[src/rtl/regfile4_onehot_if.sv]
// Purpose : bundles the write port, both read ports and error status of the 4-entry bank.
// Latency : n/a (wiring only).
// Backpressure: none; the bank accepts a write or read every cycle.
//
// Signals (all owned by the master except where noted):
//   wr_en[3:0]     one-hot write select (bit i = decoder out_i)
//   wr_data        write data
//   rd_addr0/1     read port addresses
//   rd_data0/1     registered read data             (driven by slave)
//   rd_valid0/1    registered "entry written" flags (driven by slave)
//   wr_err         pulse after a multi-hot wr_en    (driven by slave)
//   err_count      saturating multi-hot count       (driven by slave)
interface regfile4_onehot_if #(
  parameter int WIDTH     = 32,
  parameter int ERR_CNT_W = 8
);
  logic [3:0]           wr_en;
  logic [WIDTH-1:0]     wr_data;
  logic [1:0]           rd_addr0;
  logic [1:0]           rd_addr1;
  logic [WIDTH-1:0]     rd_data0;
  logic [WIDTH-1:0]     rd_data1;
  logic                 rd_valid0;
  logic                 rd_valid1;
  logic                 wr_err;
  logic [ERR_CNT_W-1:0] err_count;

  modport master (
    output wr_en, wr_data, rd_addr0, rd_addr1,
    input  rd_data0, rd_data1, rd_valid0, rd_valid1, wr_err, err_count
  );

  modport slave (
    input  wr_en, wr_data, rd_addr0, rd_addr1,
    output rd_data0, rd_data1, rd_valid0, rd_valid1, wr_err, err_count
  );
endinterface

[src/rtl/regfile4_onehot.sv]
// Purpose : 4 x WIDTH register bank, one-hot write port, two registered write-first read ports,
//           multi-hot write-enable detection with a saturating error counter.
// Latency : reads 1 cycle; a write is visible on a read port at the same edge (bypass).
// Backpressure: none; every cycle is accepted. Multi-hot writes are dropped and flagged.
//
// Ports:
//   clk    rising-edge clock
//   rst_n  asynchronous active-low reset; clears storage, valid bits and all outputs
//   bus    regfile4_onehot_if.slave (write port, read ports, wr_err, err_count)
module regfile4_onehot #(
  parameter int WIDTH     = 32,
  parameter int ERR_CNT_W = 8
) (
  input  logic                clk,
  input  logic                rst_n,
  regfile4_onehot_if.slave    bus
);

  logic [WIDTH-1:0]     mem [4];
  logic [3:0]           valid;

  logic [WIDTH-1:0]     rd_data0_q;
  logic [WIDTH-1:0]     rd_data1_q;
  logic                 rd_valid0_q;
  logic                 rd_valid1_q;
  logic                 wr_err_q;
  logic [ERR_CNT_W-1:0] err_count_q;

  logic                 wr_multi;
  logic                 wr_one;
  logic                 hit0;
  logic                 hit1;

  // Clearing the lowest set bit leaves something only if two or more bits were set.
  assign wr_multi = |(bus.wr_en & (bus.wr_en - 4'd1));
  assign wr_one   = (bus.wr_en != 4'd0) && !wr_multi;

  // Write-first bypass only for a legal write to the addressed entry.
  assign hit0 = wr_one && bus.wr_en[bus.rd_addr0];
  assign hit1 = wr_one && bus.wr_en[bus.rd_addr1];

  // Storage and valid bits
  always_ff @(posedge clk or negedge rst_n) begin
    if (!rst_n) begin
      for (int i = 0; i < 4; i++) begin
        mem[i] <= '0;
      end
      valid <= '0;
    end else if (wr_one) begin
      for (int i = 0; i < 4; i++) begin
        if (bus.wr_en[i]) begin
          mem[i]   <= bus.wr_data;
          valid[i] <= 1'b1;
        end
      end
    end
  end

  // Registered read ports
  always_ff @(posedge clk or negedge rst_n) begin
    if (!rst_n) begin
      rd_data0_q  <= '0;
      rd_data1_q  <= '0;
      rd_valid0_q <= 1'b0;
      rd_valid1_q <= 1'b0;
    end else begin
      rd_data0_q  <= hit0 ? bus.wr_data : mem[bus.rd_addr0];
      rd_data1_q  <= hit1 ? bus.wr_data : mem[bus.rd_addr1];
      rd_valid0_q <= hit0 | valid[bus.rd_addr0];
      rd_valid1_q <= hit1 | valid[bus.rd_addr1];
    end
  end

  // Error pulse and saturating counter (holds at all-ones until reset)
  always_ff @(posedge clk or negedge rst_n) begin
    if (!rst_n) begin
      wr_err_q    <= 1'b0;
      err_count_q <= '0;
    end else begin
      wr_err_q <= wr_multi;
      if (wr_multi && (err_count_q != '1)) begin
        err_count_q <= err_count_q + ERR_CNT_W'(1);
      end
    end
  end

  assign bus.rd_data0  = rd_data0_q;
  assign bus.rd_data1  = rd_data1_q;
  assign bus.rd_valid0 = rd_valid0_q;
  assign bus.rd_valid1 = rd_valid1_q;
  assign bus.wr_err    = wr_err_q;
  assign bus.err_count = err_count_q;

endmodule

[src/flat_wrapper.sv]
// flat-port wrapper written by rule: the top's interface ports become plain ports
module regfile4_onehot_flat 
#(
  parameter int WIDTH     = 32,
  parameter int ERR_CNT_W = 8
)
  (clk, rst_n, bus_wr_en, bus_wr_data, bus_rd_addr0, bus_rd_addr1, bus_rd_data0, bus_rd_data1, bus_rd_valid0, bus_rd_valid1, bus_wr_err, bus_err_count);
  regfile4_onehot_if #(.WIDTH(WIDTH), .ERR_CNT_W(ERR_CNT_W)) bus_i ();
  input  logic clk;
  input  logic rst_n;
  input wire logic [$bits(bus_i.wr_en)-1:0] bus_wr_en;
  input wire logic [$bits(bus_i.wr_data)-1:0] bus_wr_data;
  input wire logic [$bits(bus_i.rd_addr0)-1:0] bus_rd_addr0;
  input wire logic [$bits(bus_i.rd_addr1)-1:0] bus_rd_addr1;
  output wire logic [$bits(bus_i.rd_data0)-1:0] bus_rd_data0;
  output wire logic [$bits(bus_i.rd_data1)-1:0] bus_rd_data1;
  output wire logic [$bits(bus_i.rd_valid0)-1:0] bus_rd_valid0;
  output wire logic [$bits(bus_i.rd_valid1)-1:0] bus_rd_valid1;
  output wire logic [$bits(bus_i.wr_err)-1:0] bus_wr_err;
  output wire logic [$bits(bus_i.err_count)-1:0] bus_err_count;
  assign bus_i.wr_en = bus_wr_en;
  assign bus_i.wr_data = bus_wr_data;
  assign bus_i.rd_addr0 = bus_rd_addr0;
  assign bus_i.rd_addr1 = bus_rd_addr1;
  assign bus_rd_data0 = bus_i.rd_data0;
  assign bus_rd_data1 = bus_i.rd_data1;
  assign bus_rd_valid0 = bus_i.rd_valid0;
  assign bus_rd_valid1 = bus_i.rd_valid1;
  assign bus_wr_err = bus_i.wr_err;
  assign bus_err_count = bus_i.err_count;
  regfile4_onehot #(.WIDTH(WIDTH), .ERR_CNT_W(ERR_CNT_W)) u_core (.clk(clk), .rst_n(rst_n), .bus(bus_i));
endmodule
[config.mk]
export PLATFORM = sky130hd
export DESIGN_NAME = regfile4_onehot_flat
export DESIGN_NICKNAME = d
export VERILOG_FILES = /design/src/rtl/regfile4_onehot_if.sv /design/src/rtl/regfile4_onehot.sv /design/src/flat_wrapper.sv
export SDC_FILE = /design/constraint.sdc
export NUM_CORES = 1
export LEC_CHECK = 0
export CORE_MARGIN = 2
export CORE_UTILIZATION = 55
export DETAILED_ROUTE_END_ITERATION = 12
export GPL_ROUTABILITY_DRIVEN = 0
export PLACE_DENSITY = 0.79
export SETUP_SLACK_MARGIN = 0.15
export SLEW_MARGIN = 20
export SYNTH_ARGS = -nofsm -noshare
export SYNTH_HDL_FRONTEND = slang
export SYNTH_SLANG_ARGS = --single-unit
[constraint.sdc]
create_clock -name clk -period 2 [get_ports clk]
set_input_delay 0.4 -clock clk [delete_from_list [all_inputs] [get_ports clk]]
set_output_delay 0.4 -clock clk [all_outputs]
set_load 0.005 [all_outputs]
# Word-level counts from Yosys, hierarchy flattened
# Index checks and enable logic that the tools add are counted.
# W data, S select, Z words.
[op_classes]
addsub = 2
magnitude_cmp = 4
eq_ne = 1
mux = 16
n_bitwise = 5
reduce_logical = 11
[ops]
columns = ["operator", "count"]
rows = [
  ["$mux W32", 6],
  ["$bmux W32 S2", 2],
  ["$add A8 B1 Y8 const B", 1],
  ["$bmux W1 S2", 4],
  ["$ne A8 B8 Y1 const B", 1],
  ["$reduce_and A2 Y1", 4],
  ["$ge A3 B3 Y1 const B", 2],
  ["$lt A2 B3 Y1 const B", 2],
  ["$not A2 Y3", 2],
  ["$and A4 B4 Y4", 1],
  ["$logic_and A1 B1 Y1", 4],
  ["$mux W1", 4],
  ["$reduce_bool A4 Y1", 1],
  ["$reduce_or A4 Y1", 1],
  ["$sub A4 B1 Y4 const B", 1],
  ["$or A1 B1 Y1", 2],
  ["$logic_not A1 Y1", 1],
]
[word_totals]
ff_bits = 207
wordCells = 53

# Longest topological paths before layout
[depth]
word_depth = 7
depth_mapped = 6

# Least setup slack after synthesis
# No wires, ideal clock.
[synth_timing]
path_kind = "input to register"
start = "in bus_rd_addr0[1]"
end = "reg u_core.rd_data0_q[10] (netlist: u_core.bus.rd_data0[10])"
arrival_ps = 1753
t_required_ps = 1875
slack_ps = 122
stages = 6
cell_sequence = "buf_2 -> nor2b_1 -> a21oi_1 -> o41ai_4 -> buf_6 -> mux2_4"
[synth_between]
elab_chain_cells = 5
elab_cells_between_ends = 8
cone_classes = "mux: 6; bitwise: 1; reduce/logical: 1"
[synth_lines]
columns = ["item", "line", "rtl"]
rows = [
  ["start: declaration", "flat_wrapper.sv:13", "input wire logic [$bits(bus_i.rd_addr0)-1:0] bus_rd_addr0;"],
  ["$not A2 Y3 (not written as such)", "regfile4_onehot.sv:67", "rd_data0_q <= hit0 ? bus.wr_data : mem[bus.rd_addr0];"],
  ["$bmux W32 S2", "regfile4_onehot.sv:67", ""],
  ["$mux W32 (not written as such) (2 in a row)", "regfile4_onehot.sv:67", ""],
  ["$mux W32 (*)", "regfile4_onehot.sv:67", ""],
  ["end signal: assignment", "regfile4_onehot.sv:67", ""],
  ["end: declaration", "regfile4_onehot.sv:22", "logic [WIDTH-1:0] rd_data0_q;"],
]
# Every way passes the cells marked *; elsewhere a longest branch is shown, timed or not. The select of a mux whose other input is x is not followed.
# A chain may end at the register's enable or synchronous reset.

# Final worst setup path
[layout_timing]
start = "reg u_core.err_count_q[1] (netlist: u_core.bus.err_count[1])"
end = "out bus_err_count[1]"
[layout_rtl]
columns = ["item", "line", "rtl"]
rows = [
  ["start: declaration", "regfile4_onehot.sv:27", "logic [ERR_CNT_W-1:0] err_count_q;"],
  ["start signal: assignment", "regfile4_onehot.sv:82", "err_count_q <= err_count_q + ERR_CNT_W'(1);"],
  ["end: declaration", "flat_wrapper.sv:20", "output wire logic [$bits(bus_i.err_count)-1:0] bus_err_count;"],
]
# No word-level cell between the ends.

==> flow_metrics.env <==
export IMPL_status="completed"
export IMPL_leakage_nw=5.21
export IMPL_ant_nets=0
export IMPL_crit_slowest_cell="clkdlybuf4s50_1"
export IMPL_drtIter0Drc=266
export IMPL_grt_max_degree=57
export IMPL_seq_area_um2=5180
export IMPL_clockPowerShare=0.328
export IMPL_critical_path_top_delay_family="buffers and inverters"
export IMPL_rsz0062_at_grt="no"
export IMPL_first_pass_iters=4
export IMPL_finalSetupViolations=0
export IMPL_post_place_ws_ps=-469
export IMPL_path_buf_inv=1
export IMPL_syn_cell_area_um2=9760
export IMPL_hold_viol=0
export IMPL_numCtsBuffers=22
export IMPL_crit_chain="clkdlybuf4s50_1"
export IMPL_synth_top_cells_by_area="dfrtp_1, mux2_2, mux4_2"
export IMPL_syn_avg_cell_area_um2=17.4
export IMPL_internal_power_mw=10.6
export IMPL_crit_path_max_fanout=3
export IMPL_cts_max_level=1
export IMPL_drcViolationCount=0
export IMPL_die_x_um=137
export IMPL_cts_tree="yes"
export IMPL_irDropWorstVdd_v=0.000735
export IMPL_period_share=0.900
export IMPL_synth_distinct_cells=36
export IMPL_power_switching_mw=3.36
export IMPL_synth_nets=603
export IMPL_synth_top_cell_by_area="dfrtp_1"
export IMPL_area_delta_synth_final_pct=27.4
export IMPL_drv_slew=0
export IMPL_netlist_area_leader_share=0.531
export IMPL_rows=48
export IMPL_crit_path_start_kind="flip-flop"
export IMPL_clock_sinks=207
export IMPL_critical_path_max_stage_delay_ps=520
export IMPL_endpoint_kind="primary output"
export IMPL_insertion_delay_ps=500
export IMPL_clockBufferDepth=3
export IMPL_slew_headroom=0.712
export IMPL_hold_class="input pin to async pin"
export IMPL_pwr_share_seq=0.419
export IMPL_combPwrFrac=0.253
export IMPL_worst_pin_slew_ps=432
export IMPL_finClkSkew_ps=5.62
export IMPL_synthFlopType="dfrtp_1"
export IMPL_fin_ws_ps=201
export IMPL_overflow=0
export IMPL_wirelength_um=21700
export IMPL_crit_arrival_ps=1400
export IMPL_worstSetupPathType="flip-flop to primary output"
export IMPL_fmax_ghz=0.556
export IMPL_yosys_cell_count_top_type="dfrtp_1"
export IMPL_start_util=0.564
export IMPL_async_flop_share=1.00
export IMPL_num_vias=5644
export IMPL_routedWlPerCell_um=22.7
export IMPL_synth_common_cells="dfrtp_1, mux2_2, mux4_2, mux2_4, buf_2"
export IMPL_design_core_area_um2=17300
export IMPL_fillers=1079
export IMPL_dp_hpwl_um=13700
export IMPL_setup_tns_ps=0
export IMPL_crit_required_ps=1600
export IMPL_ys_seq_area_frac=0.531
export IMPL_power_density_nw_per_um2=1120
export IMPL_portBuffers=116
export IMPL_drive_above_1_share=0.508
export IMPL_syn_inst=560
export IMPL_grt_util_all_layers=0.243
export IMPL_synth_edf_count=0
export IMPL_clockRootBuffer="clkbuf_16"
export IMPL_drv_cap=0
export IMPL_diodes=0
export IMPL_switching_share=0.241
export IMPL_grt_pass1_vias=6406
export IMPL_die_y_um=137
export IMPL_period_minus_slack_ps=1800
export IMPL_ys_warn_count=0
export IMPL_io_pin_count=117
export IMPL_antenna_found_initial=1
export IMPL_fp_dieArea_um2=18800
export IMPL_multi_input_area_um2=4370
export IMPL_grt_first_pass_wirelength_um=34500
export IMPL_nets=758
export IMPL_viasPerCell=5.90
export IMPL_path_clk_slew_ps=60
export IMPL_synth_seq_cells=207
[area by class of cell]
class | instances | area share
well taps | 225 | 0.0226
inverters | 2 | 0.000604
repair buffers | 169 | 0.142
multi-input cells | 313 | 0.352
clock inverters | 9 | 0.0141
flip-flops and latches | 207 | 0.417
clock buffers | 31 | 0.0527
[flip-flops by register name (all words and copies together) (netlist names)]
| name | count |
|---|---|
| u_core.bus.err_count | 8 |
| u_core.mem | 128 |
| u_core.bus.wr_err | 1 |
| u_core.bus.rd_data0 | 32 |
| u_core.bus.rd_data1 | 32 |
| u_core.valid | 4 |
| u_core.bus.rd_valid1 | 1 |
| u_core.bus.rd_valid0 | 1 |
[path summary, 6_finish.rpt]
path	from	end	slack [ps]	depth (start not counted)
max	u_core.bus.err_count[1]$_DFFE_PN0P_	bus_err_count[1]	200	1
min	rst_n	u_core.bus.err_count[4]$_DFFE_PN0P_	410	2
max reg2reg	u_core.bus.err_count[1]$_DFFE_PN0P_	u_core.bus.err_count[1]$_DFFE_PN0P_	350	5
min reg2reg	u_core.valid[3]$_DFFE_PN0P_	u_core.valid[3]$_DFFE_PN0P_	500	1
max in group asynchronous	rst_n	u_core.bus.rd_data0[7]$_DFF_PN0_	840	3
min in group clk	u_core.valid[3]$_DFFE_PN0P_	u_core.valid[3]$_DFFE_PN0P_	500	1
[cell families after synthesis]
logic type,synth area share
flops,0.531
buf+inv,0.0244
fa+ha+maj,0.00128
mux,0.399
simple gates,0.0282
compound gates,0.0144
xor+xnor,0.00179
[power groups by stage]
stage | Combinational (mW) | Clock, mW | Sequential [mW]
final | 3.52 | 4.57 | 5.84
after global routing | 3.76 | 4.84 | 5.96
after CTS | 3.54 | 4.66 | 5.83
after detailed placement | 3.39 | 0 | 5.92
after global placement | 3.26 | 0 | 5.83
after floorplan | 1.91 | 0 | 5.76
[routing by layer]
| metal | up-vias | track usage | wire length, um |
|---|---|---|---|
| met2 | 161 | 0.435 | 11800 |
| met3 | 43 | 0.0442 | 1050 |
| met1 | 3002 | 0.302 | 8420 |
| li1 | 2438 | - | - |
| met4 | 0 | 0.0710 | 429 |
| met5 | - | 0 | 0 |
[per-stage QoR]
stage	cell area, um2	util	hold WS (ps)	std cells	power [mW]
after floorplan	9800	-	104	560	7.67
after global placement	11500	0.663	370	905	9.09
after detailed placement	11500	0.663	381	905	9.32
after CTS	12400	0.718	428	955	14.0
after global routing	12400	0.719	447	956	14.6
final	12400	0.719	411	956	13.9
[placed cells by master (no fill, tap or decap), types with 3 or more instances in the layout]
master           count
clkdlybuf4s50_1    104
a21oi_1              3
clkbuf_16           23
clkbuf_8             6
nor2_1               5
buf_6                5
dlygate4sd2_1        5
nor4b_4              4
dfrtp_1            207
buf_4               32
mux2_2             136
mux2_4              58
bufinv_16            5
mux4_2              66
buf_2                4
or2_2                4
nand2_1              4
clkbuf_1             3
buf_12              14
[repair_timing]
action	CTS	global route
pin swaps	2	0
endpoints found under the setup margin	136	3
hold buffers	1	0
gates cloned	1	0
hold endpoints to repair	44	0
buffers inserted	8	1
resized for setup	12	2
Power figures use the tool's default switching activity.
